--- config.mk ---
export PLATFORM = sky130hd
export DESIGN_NAME = mmio_responder
export DESIGN_NICKNAME = d
export VERILOG_FILES = /design/src/rtl/mmio_pkg.sv /design/src/rtl/mmio_tx_fifo.sv /design/src/rtl/mmio_responder.sv
export SDC_FILE = /design/constraint.sdc
export NUM_CORES = 1
export LEC_CHECK = 0
export BUFFER_PORTS_ARGS = -buffer_cell sky130_fd_sc_hd__buf_2
export CAP_MARGIN = 20
export CORE_UTILIZATION = 57
export CTS_BUF_LIST = sky130_fd_sc_hd__clkbuf_4 sky130_fd_sc_hd__clkbuf_8 sky130_fd_sc_hd__clkbuf_16
export DETAILED_ROUTE_END_ITERATION = 8
export PLACE_DENSITY_LB_ADDON = 0.08
export SLEW_MARGIN = 10
export SYNTH_ARGS = -nofsm -noshare
export SYNTH_HDL_FRONTEND = slang
export SYNTH_SLANG_ARGS = --single-unit
--- constraint.sdc ---
create_clock -name clk -period 3.6 [get_ports clk]
set_clock_uncertainty 0.05 [all_clocks]
set_input_delay 0.72 -clock clk [delete_from_list [all_inputs] [get_ports clk]]
set_output_delay 0.72 -clock clk [all_outputs]
set_load 0.1 [all_outputs]
--- src/rtl/mmio_pkg.sv ---
// Shared constants for the MMIO responder: register offsets within the I/O
// window, status register bit positions and the default window base.
package mmio_pkg;

  localparam logic [31:0] MMIO_BASE_DEFAULT = 32'h8000_0000;

  localparam logic [7:0] STATUS   = 8'h00;
  localparam logic [7:0] RX_DATA  = 8'h04;
  localparam logic [7:0] TX_DATA  = 8'h08;
  localparam logic [7:0] CYCLE    = 8'h10;
  localparam logic [7:0] INSTRET  = 8'h14;
  localparam logic [7:0] CNT_RST  = 8'h18;
  localparam logic [7:0] BR_CNT   = 8'h1C;
  localparam logic [7:0] BR_TAKEN = 8'h20;

  localparam int STAT_TX_NOT_FULL = 0;
  localparam int STAT_RX_HELD     = 1;
  localparam int STAT_TX_OVF      = 2;

endpackage

--- src/rtl/mmio_tx_fifo.sv ---
// Byte-wide synchronous FIFO feeding the UART transmitter. DEPTH must be a
// power of two (>= 2); pointers carry one extra wrap bit to tell full from empty.
module mmio_tx_fifo #(
  parameter int DEPTH = 8
) (
  input  logic       clk,
  input  logic       rst_n,
  input  logic       push,
  input  logic [7:0] wdata,
  input  logic       pop,
  output logic       full,
  output logic       empty,
  output logic [7:0] head
);

  localparam int AW = $clog2(DEPTH);
  localparam logic [AW:0] PTR_ONE = 1;

  logic [7:0]  mem [DEPTH];
  logic [AW:0] wr_ptr;
  logic [AW:0] rd_ptr;
  logic        do_push;
  logic        do_pop;

  assign empty = (wr_ptr == rd_ptr);
  assign full  = (wr_ptr[AW] != rd_ptr[AW]) && (wr_ptr[AW-1:0] == rd_ptr[AW-1:0]);
  assign head  = mem[rd_ptr[AW-1:0]];

  // A pop in the same cycle frees a slot, so a push into a full FIFO still lands.
  assign do_pop  = pop && !empty;
  assign do_push = push && (!full || do_pop);

  always_ff @(posedge clk or negedge rst_n) begin
    if (!rst_n) begin
      wr_ptr <= '0;
      rd_ptr <= '0;
    end else begin
      if (do_push) wr_ptr <= wr_ptr + PTR_ONE;
      if (do_pop)  rd_ptr <= rd_ptr + PTR_ONE;
    end
  end

  always_ff @(posedge clk) begin
    if (do_push) mem[wr_ptr[AW-1:0]] <= wdata;
  end

endmodule

--- src/rtl/mmio_responder.sv ---
// Load/store responder for the core's 0x8000_00xx I/O window: UART TX FIFO,
// RX holding register, cycle/instret counters. Define MMIO_BRANCH_STATS_EN
// to add the branch-retired and branch-taken counters.
module mmio_responder
  import mmio_pkg::*;
#(
  parameter int          TX_DEPTH = 8,
  parameter logic [31:0] BASE     = MMIO_BASE_DEFAULT
) (
  input  logic        clk,
  input  logic        rst_n,
  input  logic [31:0] req_addr,
  input  logic [31:0] req_wdata,
  input  logic [3:0]  req_wmask,
  input  logic        req_re,
  input  logic        inst_retire,
`ifdef MMIO_BRANCH_STATS_EN
  input  logic        br_retire,
  input  logic        br_taken,
`endif
  output logic [31:0] rdata,
  output logic [7:0]  tx_data,
  output logic        tx_valid,
  input  logic        tx_ready,
  input  logic [7:0]  rx_data,
  input  logic        rx_valid,
  output logic        rx_ready
);

  logic        in_win;
  logic [7:0]  offset;
  logic        wr_en;
  logic        rd_en;
  logic        tx_push;
  logic        tx_pop;
  logic        tx_full;
  logic        tx_empty;
  logic        cnt_clr;
  logic        rx_pop;
  logic        rx_held;
  logic [7:0]  rx_byte;
  logic        tx_ovf;
  logic [31:0] cycle_cnt;
  logic [31:0] instret_cnt;
  logic [31:0] rd_value;
  logic        unused_bits;

  assign unused_bits = ^{req_addr[1:0], req_wdata[31:8]};

  assign in_win  = (req_addr[31:8] == BASE[31:8]);
  assign offset  = {req_addr[7:2], 2'b00};
  assign wr_en   = in_win && (|req_wmask);
  assign rd_en   = in_win && req_re;
  assign tx_push = wr_en && (offset == TX_DATA);
  assign cnt_clr = wr_en && (offset == CNT_RST);
  assign rx_pop  = rd_en && (offset == RX_DATA) && rx_held;
  assign tx_pop  = tx_valid && tx_ready;

  assign tx_valid = !tx_empty;
  assign rx_ready = !rx_held;

  mmio_tx_fifo #(
    .DEPTH (TX_DEPTH)
  ) u_tx_fifo (
    .clk   (clk),
    .rst_n (rst_n),
    .push  (tx_push),
    .wdata (req_wdata[7:0]),
    .pop   (tx_pop),
    .full  (tx_full),
    .empty (tx_empty),
    .head  (tx_data)
  );

`ifdef MMIO_BRANCH_STATS_EN
  logic [31:0] br_cnt;
  logic [31:0] br_taken_cnt;

  always_ff @(posedge clk or negedge rst_n) begin
    if (!rst_n) begin
      br_cnt       <= '0;
      br_taken_cnt <= '0;
    end else if (cnt_clr) begin
      br_cnt       <= '0;
      br_taken_cnt <= '0;
    end else begin
      br_cnt       <= br_cnt + {31'd0, br_retire};
      br_taken_cnt <= br_taken_cnt + {31'd0, br_retire && br_taken};
    end
  end
`endif

  // Read mux sees pre-edge state, so a same-cycle write is not visible.
  always_comb begin
    rd_value = '0;
    case (offset)
      STATUS: begin
        rd_value[STAT_TX_NOT_FULL] = !tx_full;
        rd_value[STAT_RX_HELD]     = rx_held;
        rd_value[STAT_TX_OVF]      = tx_ovf;
      end
      RX_DATA: if (rx_held) rd_value = {24'd0, rx_byte};
      CYCLE:   rd_value = cycle_cnt;
      INSTRET: rd_value = instret_cnt;
`ifdef MMIO_BRANCH_STATS_EN
      BR_CNT:   rd_value = br_cnt;
      BR_TAKEN: rd_value = br_taken_cnt;
`endif
      default: rd_value = '0;
    endcase
  end

  always_ff @(posedge clk or negedge rst_n) begin
    if (!rst_n) rdata <= '0;
    else        rdata <= rd_en ? rd_value : 32'd0;
  end

  // Pop and load are mutually exclusive: a byte is only accepted while empty.
  always_ff @(posedge clk or negedge rst_n) begin
    if (!rst_n) begin
      rx_held <= 1'b0;
      rx_byte <= '0;
    end else if (rx_pop) begin
      rx_held <= 1'b0;
    end else if (rx_valid && !rx_held) begin
      rx_held <= 1'b1;
      rx_byte <= rx_data;
    end
  end

  always_ff @(posedge clk or negedge rst_n) begin
    if (!rst_n) begin
      cycle_cnt   <= '0;
      instret_cnt <= '0;
      tx_ovf      <= 1'b0;
    end else if (cnt_clr) begin
      cycle_cnt   <= '0;
      instret_cnt <= '0;
      tx_ovf      <= 1'b0;
    end else begin
      cycle_cnt   <= cycle_cnt + 32'd1;
      instret_cnt <= instret_cnt + {31'd0, inst_retire};
      if (tx_push && tx_full && !tx_pop) tx_ovf <= 1'b1;
    end
  end

endmodule

# ---- Yosys cells after proc, flatten, opt, wreduce, memory -nomap -nowiden
# Memories as Yosys holds them, arrays and structs flattened.
# Index checks and enable logic that the tools add are counted.
dict set report totals {
  mem_count 1
  reg_bits 114
  mem_bits_rw 64
  output_inout_bits 42
}
dict set report op_classes {
  n_reduce_logical 23
  muxes 12
  n_addsub 4
  bitwise 1
  n_eq_ne 9
}
# memory depth width rd rd_ports_with_merged_regs wr line
set memory_table {}
lappend memory_table {u_tx_fifo.mem 8 8 1 0 1 mmio_tx_fifo.sv:19} ;# logic [7:0] mem [DEPTH];
# op count
set ops {}
lappend ops {{$mux W32} 3}
lappend ops {{$pmux W29 S3} 1}
lappend ops {{$add A32 B1 Y32} 1}
lappend ops {{$add A32 B1 Y32 const B} 1}
lappend ops {{$eq A24 B24 Y1 const B} 1}
lappend ops {{$eq A6 B3 Y1 const B} 3}
lappend ops {{$logic_and A1 B1 Y1} 13}
lappend ops {{$pmux W3 S4} 1}
lappend ops {{$add A4 B1 Y4 const B} 2}
lappend ops {{$logic_not A8 Y1} 1}
lappend ops {{$mux W8} 1}
lappend ops {{$eq A6 B1 Y1 const B} 1}
lappend ops {{$eq A6 B2 Y1 const B} 1}
lappend ops {{$mux W1} 6}
lappend ops {{$eq A4 B4 Y1} 1}
lappend ops {{$logic_not A1 Y1} 4}
lappend ops {{$reduce_bool A2 Y1} 2}
lappend ops {{$reduce_or A4 Y1} 1}
lappend ops {{$eq A3 B3 Y1} 1}
lappend ops {{$reduce_and A2 Y1} 1}
lappend ops {{$logic_or A1 B1 Y1} 1}
lappend ops {{$ne A1 B1 Y1} 1}
lappend ops {{$not A1 Y1} 1}

# ---- Longest topological paths before layout
dict set report depth {
  ltp_word 8
  mapped_depth 8
  ltp_nobuf 7
}

# ---- Hierarchy
# Synthesis repeated with hierarchy kept, for this count alone.
dict set report hier_totals {
  hier_cells 646
  area_unflattened_um2 7972.6
}
# mod cells_per_inst instances area_each_um2
set modules_own_cells {}
lappend modules_own_cells {mmio_responder 495 1 4984.8}
lappend modules_own_cells {mmio_tx_fifo 151 1 2987.9}

# ---- Worst setup path before layout
# Ideal clock, no wire load.
dict set report synth_timing {
  kind {input port to flip-flop}
  startpoint {input req_addr[27]}
  endpoint {memory u_tx_fifo.mem[0][0] (enable)}
  arrival_time_ns 2.437
  path_slack_ns 0.729
  path_stages 5
  setup_time_ns 0.383
  t_required_ns 3.167
  path_buffers 0
  path_cell_list {nor4b_1 nand4_1 a2111oi_4 nand2b_1 nor3_1}
}
dict set report synth_between {
  elab_chain_cells 6
}
# item line
set synth_lines {}
lappend synth_lines {{from (decl)} mmio_responder.sv:12} ;# input logic [31:0] req_addr,
lappend synth_lines {{$eq A24 B24 Y1} mmio_responder.sv:50} ;# assign in_win = (req_addr[31:8] == BASE[31:8]);
lappend synth_lines {{$logic_and A1 B1 Y1} mmio_responder.sv:52} ;# assign wr_en = in_win && (|req_wmask);
lappend synth_lines {{$logic_and A1 B1 Y1} mmio_responder.sv:54} ;# assign tx_push = wr_en && (offset == TX_DATA);
lappend synth_lines {{$logic_and A1 B1 Y1} mmio_tx_fifo.sv:31} ;# assign do_push = push && (!full || do_pop);
lappend synth_lines {{$mux W1} mmio_tx_fifo.sv:44} ;# if (do_push) mem[wr_ptr[AW-1:0]] <= wdata;
lappend synth_lines {{$mux W1 (not written as such)} mmio_tx_fifo.sv:44}
lappend synth_lines {{to (decl)} mmio_tx_fifo.sv:19}
# No other way between the ends.

# ---- Worst setup path in the final report
dict set report layout_timing {
  startpoint {register u_tx_fifo.rd_ptr[0]}
  endpoint {output tx_data[6]}
}
dict set report layout_between {
  elab_chain_cells 1
}
# item line
set layout_lines {}
lappend layout_lines {{from (decl)} mmio_tx_fifo.sv:21} ;# logic [AW:0] rd_ptr;
lappend layout_lines {{from (signal assigned)} mmio_tx_fifo.sv:39} ;# if (do_pop) rd_ptr <= rd_ptr + PTR_ONE;
lappend layout_lines {{$mem_v2 Z8 W8} --}
lappend layout_lines {{to (decl)} mmio_responder.sv:22} ;# output logic [7:0] tx_data,
# No other way between the ends.

==> results.py <==
metrics = {
    "outcome": {
        "outcome": "finished clean",
    },
    "worst_setup_path": {
        "crit_path_max_incr_delay_ns": 0.56,
        "cp_data_arrival_time_ns": 2.25,
        "critPathCaptureType": "output port",
        "worstSetupEndpoint": "tx_data[6]",
        "r2r_start": "u_tx_fifo.rd_ptr[0]",
        "cp_data_required_time_ns": 2.83,
        "critPathLaunch": "u_tx_fifo.rd_ptr[0]",
        "reg2reg_to": "u_tx_fifo.mem[2][2]",
        "path_class": "reg -> out",
        "rrSetupSlack_ns": 1.03,
        "cp_top_family": "multiplexers",
        "start_kind": "flop",
        "cp.buffers_inverters": 2,
        "critical-path-slowest-cell": "mux4_2",
        "critical_path_depth": 4,
        "worstPathCellList": "buf_4 -> mux4_2 -> mux2_2 -> buf_2",
        "cp_max_fo": 20,
        "r2r_cells": 7,
    },
    "timing": {
        "post-route-min-period_ns": 3.02,
        "max_slew_margin_pct": 25.4,
        "finalCritPeriodShare_pct": 83.8,
        "drv_slew": 0,
        "setup_tns_ns": 0,
        "setup_viol": 0,
        "worst_pin_slew_ns": 1.11,
        "hold_slack_ns": 0.273,
        "fmax_ghz": 0.332,
        "hold_violations": 0,
        "rsz0062_at_grt": "false",
    },
    "global_route": {
        "grt_pass1_vias": 5193,
        "grt_use_total_pct": 24.3,
        "grt_max_degree": 66,
        "antenna_found_initial": 0,
        "grt_pass1_wl_um": 26200,
        "grt_remaining_overflow": 0,
    },
    "layout": {
        "nets": 805,
        "areaGrowthSynthToFinish_pct": 16.9,
        "final_cells": 907,
        "antenna_cells": 0,
        "final_common_cell": "dfrtp_1",
        "drive_above_1_share_pct": 25.6,
        "final_area_um2": 9080,
        "final_cell_mix": "dfrtp_1 (114), nor2_1 (104), buf_2 (96)",
    },
    "synthesis": {
        "synth.avg_cell_area_um2": 12.5,
        "ys_types": 39,
        "synth_cells": 619,
        "ys_ff_latch": 178,
        "synth.net_count": 706,
        "ys_seq_area_share_pct": 61.5,
        "ys_warn_count": 0,
        "synth_area_um2": 7770,
    },
    "floorplanning": {
        "initial_utilization_pct": 58.7,
        "chipHeight_um": 119,
        "fp-row-count": 42,
        "io_pins": 124,
        "die_area_um2": 14100,
        "core-area_um2": 13200,
        "die_x_um": 119,
    },
    "cts": {
        "htree_levels": 4,
        "post_cts_buffers": 0,
        "clkSinkCount": 178,
        "clk_pin_slew_ns": 0.07,
        "cts_buffer_depth": 2,
        "post_cts_resized": 0,
        "cts_inserted_buffers": 17,
        "insertion_delay_ns": 0.43,
        "cts_tree": "done",
        "cts-root-buf": "clkbuf_16",
        "ctsHoldBuffers": 0,
    },
    "routing": {
        "routedWlPerCell_um": 17.1,
        "totalWireLength_um": 15500,
        "firstDrtPassIters": 6,
        "postRouteAntennaNets": 0,
        "vias_per_cell": 5.71,
        "route.detailed.drc": 0,
        "drtIter0Drc": 447,
        "num_vias": 5178,
    },
    "pwr": {
        "total_power_uw": 4200,
        "power.density_nw_per_um2": 463,
        "p_leak_uw": 0.00383,
        "vdd_ir_drop_max_mv": 0.396,
    },
    "flow_run": {
        "maxCapViolCount": 0,
    },
    "place": {
        "dp_hpwl_um": 10300,
        "place_area_um2": 8490,
        "post-place-cells": 875,
        "routabilityCongestion": 0.813,
        "io_buffers": 97,
    },
    "worst_hold_path": {
        "hold_path.class": "in -> async",
    },
}
[how the worst min path moves through the flow]
stage,from,to
2_1_floorplan,rst_n,cycle_cnt[0]
3_3_place_gp,u_tx_fifo.wr_ptr[3],u_tx_fifo.wr_ptr[3]
3_5_place_dp,rx_byte[5],rx_byte[5]
4_1_cts,rst_n,rdata[25]
5_1_grt,rst_n,rdata[25]
6_report,rst_n,rdata[25]
[cell usage after synthesis, drive strengths merged]
cell type / instances / area, um^2
nor2b: 7 / 43.8
nand4: 24 / 150
a22oi: 30 / 225
a31oi: 2 / 12.5
nor4b: 2 / 23.8
xnor2: 19 / 166
and2: 4 / 25.0
nor3: 7 / 35.0
ha: 5 / 62.6
xor2: 51 / 447
nor3b: 2 / 15.0
clkbuf: 16 / 60.1
nand3: 30 / 150
o21ai: 1 / 5.00
inv: 5 / 18.8
dfrtp: 114 / 2850
nor4: 9 / 68.8
nand2b: 3 / 18.8
buf: 17 / 90.1
nand2: 27 / 101
a211o: 1 / 8.76
edfxtp: 64 / 1920
nand4b: 4 / 35.0
a32oi: 1 / 8.76
or4: 1 / 7.51
a2111oi: 1 / 27.5
mux4: 16 / 360
o2111ai: 1 / 8.76
mux2: 18 / 203
and3: 13 / 81.3
a211oi: 1 / 7.51
and4: 10 / 90.1
nor2: 104 / 390
a21oi: 9 / 45.0
[routing by layer]
| metal | wire (um) | up-vias | global-route usage (%) |
|---|---|---|---|
| li1 | - | 2428 | - |
| met4 | 291 | 0 | 9.49 |
| met1 | 6910 | 2607 | 32.3 |
| met2 | 7750 | 120 | 39.5 |
| met5 | 0 | - | 0 |
| met3 | 592 | 23 | 4.92 |
[cell families (layout without fill, tap and decap cells)]
group / count (synthesis) / count (layout) / synth area share (%)
AOI/OAI and AO/OA: 47 / 47 / 4.49
xor gates and xnor gates: 70 / 70 / 7.89
adders and majority gates: 5 / 5 / 0.805
buffers and inverters: 38 / 150 / 2.17
DFF: 178 / 178 / 61.5
muxes: 34 / 34 / 7.25
and+or+nand+nor: 247 / 247 / 15.9
[flip-flops by register name, summed over array words and instances, names as in the netlist]
signal	flops
u_tx_fifo.wr_ptr	4
rx_byte	8
rx_held	1
cycle_cnt	32
u_tx_fifo.rd_ptr	4
instret_cnt	32
rdata	32
u_tx_fifo.mem	64
tx_ovf	1
[through the flow]
step	worst slack [ns]	util, %
finish	0.584	68.6
global route	0.497	68.6
global placement	0.685	64.1
detailed placement	0.649	64.1
CTS	0.536	68.6
floorplan	0.729	-
[report_power, final]
part / internal [uW] / total, uW / switching, uW
logic: 78.5 / 172 / 93.2
clock network: 989 / 1820 / 832
registers: 2150 / 2210 / 62.2
total: 3210 / 4200 / 987
[layout make-up]
type	instances	area, um^2
clock buffers	17	425
clock inverters	15	170
fillers	987	4160
inverters	5	18.8
multi-input cells	403	2840
flip-flops and latches	178	4770
well taps	176	220
repair buffers	113	633
No activity file was read; power rests on OpenSTA's default activity.
